## src/rtl/audio_mux_pkg.sv

```systemverilog
// Shared register-map offsets, widths and read-data packing for the audio mux.
package audio_mux_pkg;

  localparam int UNDERRUN_W = 8;

  function automatic int unsigned ctrl_off(input int unsigned n);
    return n;
  endfunction

  function automatic int unsigned bufsize_off(input int unsigned n);
    return n + 1;
  endfunction

  function automatic int unsigned status_off(input int unsigned n);
    return n + 2;
  endfunction

  // Samples are left-justified in the 32-bit read word.
  function automatic logic [31:0] pack_dataout(input logic [31:0] smp, input int unsigned sw);
    return smp << (32 - sw);
  endfunction

endpackage

```

## src/rtl/audio_mux_mc_fill_ctrl.sv

```systemverilog
// FIFO-fill trigger handshake: jack cycle edge detect, fill counter, trigger pulse
// and saturating underrun counter.
module fifo_fill_ctrl
  import audio_mux_pkg::*;
#(
  parameter int CW = 7
) (
  input  logic                  clk,
  input  logic                  reset_n,
  input  logic                  jack_read_act,
  input  logic [CW-1:0]         buffersize,
  input  logic                  xxxx_top,
  input  logic                  run,
  input  logic                  status_clr,
  output logic [CW-1:0]         counter,
  output logic                  fill,
  output logic                  run_trig,
  output logic [UNDERRUN_W-1:0] underrun_cnt
);

  logic jack_read_act_dly;
  logic jack_cycle_end;

  assign jack_cycle_end = jack_read_act_dly & ~jack_read_act;

  always_ff @(posedge clk or negedge reset_n) begin
    if (!reset_n) begin
      jack_read_act_dly <= 1'b0;
      counter           <= '0;
      fill              <= 1'b0;
      run_trig          <= 1'b0;
      underrun_cnt      <= '0;
    end else begin
      jack_read_act_dly <= jack_read_act;
      if (jack_cycle_end) begin
        counter <= '0;
        if (counter < buffersize && underrun_cnt != '1)
          underrun_cnt <= underrun_cnt + 1'b1;
      end else if (counter < buffersize) begin
        fill <= 1'b1;
        if (run_trig) counter <= counter + 1'b1;
      end else begin
        fill <= 1'b0;
      end
      // A host clear overrides an increment landing in the same cycle.
      if (status_clr) underrun_cnt <= '0;
      run_trig <= xxxx_top & fill & ~run;
    end
  end

endmodule

```

## src/rtl/audio_mux_mc.sv

```systemverilog
// Multi-channel audio bus mux: coherent lrck snapshot of NUM_CH samples served over
// a word register port, plus the fill-trigger handshake.
module audio_mux_mc
  import audio_mux_pkg::*;
#(
  parameter int NUM_CH     = 8,
  parameter int SAMPLE_W   = 24,
  parameter int FIFO_WIDTH = 6,
  parameter int ADDR_W     = 4
) (
  input  logic                       clk,
  input  logic                       reset_n,
  input  logic [ADDR_W-1:0]          address,
  input  logic                       read,
  input  logic                       write,
  input  logic [31:0]                datain,
  input  logic [NUM_CH*SAMPLE_W-1:0] sound_in,
  input  logic                       xxxx_top,
  input  logic                       lrck,
  input  logic                       run,
  output logic [31:0]                dataout,
  output logic [NUM_CH-1:0]          ch_read,
  output logic                       sample_ready,
  output logic                       underrun,
  output logic                       trig
);

  localparam int CW = FIFO_WIDTH + 1;
  localparam logic [ADDR_W-1:0] A_CTRL    = ADDR_W'(ctrl_off(NUM_CH));
  localparam logic [ADDR_W-1:0] A_BUFSIZE = ADDR_W'(bufsize_off(NUM_CH));
  localparam logic [ADDR_W-1:0] A_STATUS  = ADDR_W'(status_off(NUM_CH));
  localparam logic [ADDR_W-1:0] A_LAST_CH = ADDR_W'(NUM_CH - 1);

  logic [NUM_CH-1:0][SAMPLE_W-1:0] shadow;
  logic                            lrck_dly;
  logic                            snap;
  logic                            jack_read_act;
  logic [CW-1:0]                   buffersize;
  logic [CW-1:0]                   counter;
  logic                            fill;
  logic                            run_trig;
  logic [UNDERRUN_W-1:0]           underrun_cnt;
  logic                            status_clr;
  logic [31:0]                     rd_data;
  logic                            unused_datain;

  assign unused_datain = ^datain[31:CW] ^ fill;
  assign snap          = lrck & ~lrck_dly;
  assign status_clr    = write && address == A_STATUS;
  assign underrun      = underrun_cnt != '0;
  assign trig          = (buffersize == '0) ? lrck : run_trig;

  always_comb begin
    ch_read = '0;
    for (int i = 0; i < NUM_CH; i++)
      ch_read[i] = read && address == ADDR_W'(i);
  end

  always_comb begin
    rd_data = '0;
    for (int i = 0; i < NUM_CH; i++)
      if (address == ADDR_W'(i)) rd_data = pack_dataout(32'(shadow[i]), SAMPLE_W);
    if (address == A_BUFSIZE) rd_data = 32'(buffersize);
    if (address == A_STATUS)  rd_data = 32'({underrun_cnt, counter});
  end

  always_ff @(posedge clk or negedge reset_n) begin
    if (!reset_n) begin
      dataout       <= '0;
      shadow        <= '0;
      lrck_dly      <= 1'b0;
      jack_read_act <= 1'b0;
      buffersize    <= '0;
      sample_ready  <= 1'b0;
    end else begin
      lrck_dly <= lrck;
      // Reads see the shadow as it was before this cycle's snapshot.
      if (read) dataout <= rd_data;
      if (snap)
        for (int i = 0; i < NUM_CH; i++)
          shadow[i] <= sound_in[i*SAMPLE_W +: SAMPLE_W];
      if (write && address == A_CTRL)    jack_read_act <= datain[0];
      if (write && address == A_BUFSIZE) buffersize    <= datain[CW-1:0];
      if (snap)                                 sample_ready <= 1'b1;
      else if (read && address == A_LAST_CH)    sample_ready <= 1'b0;
    end
  end

  fifo_fill_ctrl #(.CW(CW)) u_fill (
    .clk          (clk),
    .reset_n      (reset_n),
    .jack_read_act(jack_read_act),
    .buffersize   (buffersize),
    .xxxx_top     (xxxx_top),
    .run          (run),
    .status_clr   (status_clr),
    .counter      (counter),
    .fill         (fill),
    .run_trig     (run_trig),
    .underrun_cnt (underrun_cnt)
  );

endmodule

```

## config.mk

```make
export PLATFORM = sky130hd
export DESIGN_NAME = audio_mux_mc
export DESIGN_NICKNAME = d
export VERILOG_FILES = /design/src/rtl/audio_mux_pkg.sv /design/src/rtl/audio_mux_mc_fill_ctrl.sv /design/src/rtl/audio_mux_mc.sv
export SDC_FILE = /design/constraint.sdc
export NUM_CORES = 1
export LEC_CHECK = 0
export BUFFER_PORTS_ARGS = -buffer_cell sky130_fd_sc_hd__buf_2
export CAP_MARGIN = 20
export CORE_MARGIN = 5
export CORE_UTILIZATION = 54
export DETAILED_ROUTE_END_ITERATION = 6
export PLACE_DENSITY = 0.8
export SYNTH_ARGS = -nofsm -noshare
export SYNTH_HDL_FRONTEND = slang
export SYNTH_SLANG_ARGS = --single-unit
```

## constraint.sdc

```tcl
create_clock -name clk -period 2.14 [get_ports clk]
set_input_delay 0.321 -clock clk [delete_from_list [all_inputs] [get_ports clk]]
set_output_delay 0.321 -clock clk [all_outputs]
set_load 0.01 [all_outputs]
```

==> impl_metrics.toml, run 1 <==
[run_status]
status = "finished clean"

[power_and_ir_drop]
p_sw_frac = 0.2740
ir_drop_uv = 728.1
p_int_mw = 9.520
switchingPower_mw = 3.593
power_frac_seq = 0.459
combPwrFrac = 0.187
p_clk_frac = 0.353
cellLeakagePower_nw = 6.807
powerDensity_nw_per_um2 = 865.6
total_power_mw = 13.11

[sta]
slew_viol_final = 0
relSlewSlack = 0.3262
finalHoldViolations = 0
fmax_mhz = 482.7
period_minus_slack_ns = 2.072
worst_pin_slew_ns = 1.006
final.period_utilization = 0.9681
setup_viol_count_final = 0
fin_worst_skew_ns = 0.01050
final.setup.tns_ns = 0

[die]
start_util = 0.5507
die_w_microns = 156.9
core_sq_um = 21150
die_height_microns = 156.9
rows = 53
dieArea_sq_um = 24610
io_pins = 278

[setup_path]
worstSetupEndpointType = "flip-flop"
cp_top_family = "compound AO/OA/AOI/OAI gates"
worstSetupStartpoint = "buffersize[1]$_DFFE_PN0P_"
arrival_ns = 2.53
crit_chain = "inv_1 -> ha_1 -> a211o_4 -> a21o_4 -> or4_1 -> a21oi_1"
reg2reg_from = "buffersize[1]$_DFFE_PN0P_"
path_class = "reg2reg"
cp.required_ns = 2.60
cp_slowest_cell = "or4_1"
path_buf_inv = 1
crit_fanout = 10
startpoint_type = "flip-flop"
max_stage_delay_ns = 0.51

[global_routing]
grt_pass1_vias = 9843
antenna_found_initial = 9
track_usage = 0.2698
grt_overflow_total = 0
grt_pass1_wl_mm = 52.32
grt_max_degree = 77

[detailed_routing]
drtAntennaViolNets = 0
drt_first_pass_iters = 6
avgRoutedWirePerCell_microns = 21.28
vias_per_cell = 5.931
drcViolationCount = 0
drt-total-wl_mm = 33.78
dr.first_iter.drc_count = 541
vias = 9413

[yosys]
synth_edf_count = 0
synth_nets = 1200
yosys_warnings = 0
synthArstFlopShare = 1.000
netlist_area_sq_um = 11650
synth.distinct_cells = 50
syn_inst = 956
synth-seq-cells = 252
syn_area_per_cell_sq_um = 12.18
synthFlopType = "dfrtp_1"
yosysSeqAreaShare = 0.5414

[clocking]
path_clk_slew_ns = 0.06
cts_tree = "built"
clock_path_buffers = 3
cts_sinks = 252
cts_buffers = 27
clockRootBuffer = "clkbuf_16"
clock_latency_ns = 0.55
htree_levels = 1

[min_path]
hp-start = "datain[2]"
holdCritPathClass = "in2reg"

[final_layout]
final_cell_mix = "dfrtp_1, buf_2, mux2_2"
nNetsFinal = 1534
final_common_cell = "dfrtp_1"
post-route-util = 0.7161
layout-drive-gt1-share = 0.4353
syn2layout_area_growth_pct = 30.04

[placed_design]
io_buffers = 252
gp_congestion = 0.8811
dpl.hpwl_mm = 23.40

[job]
max-cap-violations = 0
## synthesized netlist by cell type, types with 20 or more instances
cell / count / area, sq um
mux2_2: 194 / 2185
a221oi_1: 20 / 175.2
clkbuf_1: 45 / 168.9
nand3b_1: 24 / 180.2
mux2i_1: 24 / 240.2
o21ai_0: 42 / 210.2
nor2_1: 41 / 153.9
o22ai_1: 23 / 143.9
nand2_1: 31 / 116.4
a21oi_1: 72 / 360.4
dfrtp_1: 252 / 6306
## flip-flops by register name, indices dropped and copies added, names as in the netlist
signal and cells:
shadow 192, dataout 32, u_fill.underrun_cnt 8, buffersize 7, u_fill.counter 7, jack_read_act 1, lrck_dly 1, sample_ready 1
u_fill.fill 1, u_fill.jack_read_act_dly 1, u_fill.run_trig 1
## worst paths after layout
path | endpoint | slack (ns) | cells after the start
max | u_fill.counter[5]$_DFFE_PN0P_ | 0.07 | 6
min | buffersize[2]$_DFFE_PN0P_ | 0.009 | 3
max reg2reg | u_fill.counter[5]$_DFFE_PN0P_ | 0.07 | 6
min reg2reg | u_fill.jack_read_act_dly$_DFF_PN0_ | 0.41 | 0
max in group asynchronous | shadow[57]$_DFFE_PN0P_ | 1.07 | 3
min in group asynchronous | shadow[26]$_DFFE_PN0P_ | 0.37 | 2
## final cells by class
class	count	area, sq um
Antenna cell	5	12.51
Clock buffer	39	760.7
Clock inverter	7	103.9
Fill cell	1416	6006
Inverter	15	56.30
Multi-Input combinational cell	618	5036
Sequential cell	252	6306
Tap cell	275	344.1
Timing Repair Buffer	376	2529
## power by group through the flow
stage | clock [mW] | combinational [mW] | sequential, mW
finish | 4.63 | 2.46 | 6.02
global route | 4.89 | 2.70 | 6.10
CTS | 4.67 | 2.43 | 6.00
detailed placement | 0 | 2.32 | 6.07
global placement | 0 | 2.24 | 6.03
floorplan | 0 | 1.45 | 5.95
## kinds of logic after synthesis
group                      synth area share
DFF                                  0.5414
xor gates and xnor gates           0.003007
muxes                                0.2101
buffers and inverters               0.03018
and+or+nand+nor                     0.06735
adders and majority gates          0.009667
AOI/OAI and AO/OA                    0.1383
## timing repair
action	CTS	global route
endpoints found under the hold margin	127	2
hold buffers	61	2
setup endpoints to repair	4	4
pin swaps	0	3
resized for setup	2	6
buffers inserted	0	1
## tightest hold or removal path: cells and delay by family
kind | cells | cell delay, ns
AO/OA/AOI/OAI | 1 | 0.06
buffers and inverters | 1 | 0.09
AND/OR/NAND/NOR | 1 | 0.04
## metal layers
layer / GRT usage / wire length [microns] / vias to the layer above / part of all wire
met4: 0.1165 / 1521 / 6 / 0.045
met3: 0.05171 / 2433 / 98 / 0.072
met5: 0 / 33 / - / 0.00098
li1: - / - / 4223 / -
met2: 0.4689 / 17330 / 404 / 0.51
met1: 0.3286 / 12460 / 4682 / 0.37
## stage by stage
stage	instances	setup WS (ns)	hold slack, ns	area (sq um)
finish	1587	0.06817	0.008884	15150
global route	1587	-0.01963	0.002389	15150
CTS	1578	0.01131	0.00001726	15070
detailed placement	1471	-0.02165	0.3595	13590
global placement	1471	0.05440	0.3529	13590
floorplan	956	0.1629	0.02541	11650
Power figures use the tool's default switching activity.
==> run 2, diff against run 1 <==
--- a/config.mk
+++ b/config.mk
@@ -8,9 +8,9 @@
 export BUFFER_PORTS_ARGS = -buffer_cell sky130_fd_sc_hd__buf_2
 export CAP_MARGIN = 20
 export CORE_MARGIN = 5
-export CORE_UTILIZATION = 54
+export CORE_UTILIZATION = 58
 export DETAILED_ROUTE_END_ITERATION = 6
-export PLACE_DENSITY = 0.8
+export PLACE_DENSITY = 0.85
 export SYNTH_ARGS = -nofsm -noshare
 export SYNTH_HDL_FRONTEND = slang
 export SYNTH_SLANG_ARGS = --single-unit
==> constraint.sdc (replaced) <==
create_clock -name clk -period 2.5 [get_ports clk]
set_input_delay 0.375 -clock clk [delete_from_list [all_inputs] [get_ports clk]]
set_output_delay 0.375 -clock clk [all_outputs]
set_load 0.01 [all_outputs]
==> run 2 against run 1 <==
Via count shrank 3.6%; utilization increased by 2.1 points; flip-flop and latch count unchanged; hold slack improved by 0.047 ns; clock-buffer cell count shrank 2; clock power decreased by 11%.
==> impl_metrics.toml, run 2 (synthesis results as in run 1) <==
[sta]
period_minus_slack_ns = 2.312
fmax_mhz = 432.6
fin_ws_ns = 0.1882
final.period_utilization = 0.9247
fin_worst_skew_ns = 0.007916
worst_pin_slew_ns = 1.030
setup_viol_count_final = 0
final.setup.tns_ns = 0
relSlewSlack = 0.3103
slew_viol_final = 0
grt_setup_unrepaired = "false"
finalHoldViolations = 0

[clocking]
htree_levels = 1
cts_tree = "built"
clockRootBuffer = "clkbuf_16"
cts_resized = 0
path_clk_slew_ns = 0.06
clock_latency_ns = 0.53
cts_buffers = 26
post_cts_buffers = 0
clock_path_buffers = 3
cts_sinks = 252

[global_routing]
use_met2 = 0.4860
grt.met1_usage = 0.3491
track_usage = 0.2832
grt_pass1_wl_mm = 51.13
grt_pass1_vias = 9509
use_met3 = 0.07525
antenna_found_initial = 16
grt_max_degree = 80
top_usage_layer = "met2"
grt_overflow_total = 0

[setup_path]
reg2reg_depth = 7
crit_chain = "nor4_1 -> a21oi_1 -> a31o_2 -> buf_2"
regToRegEndpoint = "u_fill.counter[5]$_DFFE_PN0P_"
path_class = "reg2out"
max_stage_delay_ns = 0.49
worstSetupEndpointType = "primary output"
arrival_ns = 1.94
rrSetupSlack_ns = 0.28
cp_slowest_cell = "nor4_1"
cp.required_ns = 2.12
reg2reg_from = "buffersize[6]$_DFFE_PN0P_"
crit_fanout = 3
worstSetupStartpoint = "buffersize[3]$_DFFE_PN0P_"
startpoint_type = "flip-flop"

[die]
core_sq_um = 19590
start_util = 0.5946
rows = 51
die_height_microns = 151.7
die_w_microns = 151.7
dieArea_sq_um = 23020
io_pins = 278

[power_and_ir_drop]
powerDensity_nw_per_um2 = 778.3
cellLeakagePower_nw = 6.491
ir_drop_uv = 528.6

[placed_design]
placed_cells = 1447
dpl.hpwl_mm = 23.27
place_ws_ns = 0.1848
gp_congestion = 0.9547
placed_area_sq_um = 13440
io_buffers = 252

[job]
max-cap-violations = 0

[final_layout]
stdcell_area_sq_um = 14430
syn2layout_area_growth_pct = 23.89
final_common_cell = "dfrtp_1"
finalNonFillerCells = 1507
final_cell_mix = "dfrtp_1, buf_2, mux2_2"
post-route-util = 0.7367
nFillCells = 1322
multi_input_area_sq_um = 5001
layout.area.seq_sq_um = 6306
nNetsFinal = 1458
regMostFlops = "shadow"
largest_reg_flops = 192
reg_top3 = "shadow x192, dataout x32, u_fill.underrun_cnt x8"
layout-drive-gt1-share = 0.4501

[min_path]
min_to = "buffersize[5]$_DFFE_PN0P_"
holdPathStages = 3
hp-start = "datain[5]"
holdCritPathClass = "in2reg"

[detailed_routing]
drcViolationCount = 0
vias_per_cell = 6.021
drtAntennaViolNets = 0
avgRoutedWirePerCell_microns = 21.62
drt-total-wl_mm = 32.58
vias = 9074
drt_first_pass_iters = 5
dr.first_iter.drc_count = 753

[run_status]
status = "finished clean"
run 2: changes by cell type in the layout (fill, tap and decap cells not counted), sizes merged:
cell	previous run	this run
bufinv	2	3
inv	16	14
dlygate4sd3	63	3
clkinv	4	6
diode	5	9
buf	313	298
clkinvlp	0	2
clkbuf	39	37
run 2: timing repair:
action | 4_1_cts | 5_1_grt
hold buffers | 3 | 0
setup endpoints to repair | 0 | 0
hold endpoints to repair | 73 | 0
run 2: power breakdown:
| group | switching [mW] | total (mW) | leakage [nW] | internal (mW) |
|---|---|---|---|---|
| registers | 0.468 | 5.18 | 3.01 | 4.71 |
| logic | 0.918 | 1.93 | 3.03 | 1.02 |
| clock network | 1.63 | 4.12 | 0.453 | 2.49 |
run 2: worst max path at each step:
stage	to	slack, ns	cells after the start
after floorplan	u_fill.underrun_cnt[2]$_DFFE_PN0P_	0.52	6
after global placement	dataout[28]$_DFFE_PN0P_	0.27	5
after detailed placement	dataout[18]$_DFFE_PN0P_	0.18	5
after CTS	trig	0.21	4
after global routing	trig	0.07	4
final	trig	0.19	4
run 2: worst max-delay path: cells and delay by family (launching register included):
family          cells  cell delay (ns)
simple gates        1             0.49
buf+inv             1             0.14
flops               1             0.42
compound gates      2             0.37
run 2: final cells by class:
cell class                      instances  area share
Inverter                               15    0.003902
Sequential cell                       252      0.4370
Multi-Input combinational cell        618      0.3465
Timing Repair Buffer                  301      0.1238
Clock buffer                           37     0.05419
Antenna cell                            9    0.001561
Tap cell                              265     0.02298
Clock inverter                         10     0.01006
run 2: metal layers:
metal / part of all wire / wire length, microns
met5: 0.0034 / 111
met4: 0.035 / 1149
met3: 0.088 / 2873
met2: 0.51 / 16530
met1: 0.37 / 11920
run 2: per-stage QoR:
| stage | hold slack, ns | total power [mW] |
|---|---|---|
| floorplan | 0.07941 | 6.336 |
| global placement | 0.3842 | 7.026 |
| detailed placement | 0.4000 | 7.143 |
| CTS | 0.04292 | 11.25 |
| global route | 0.06366 | 11.71 |
| finish | 0.05547 | 11.23 |
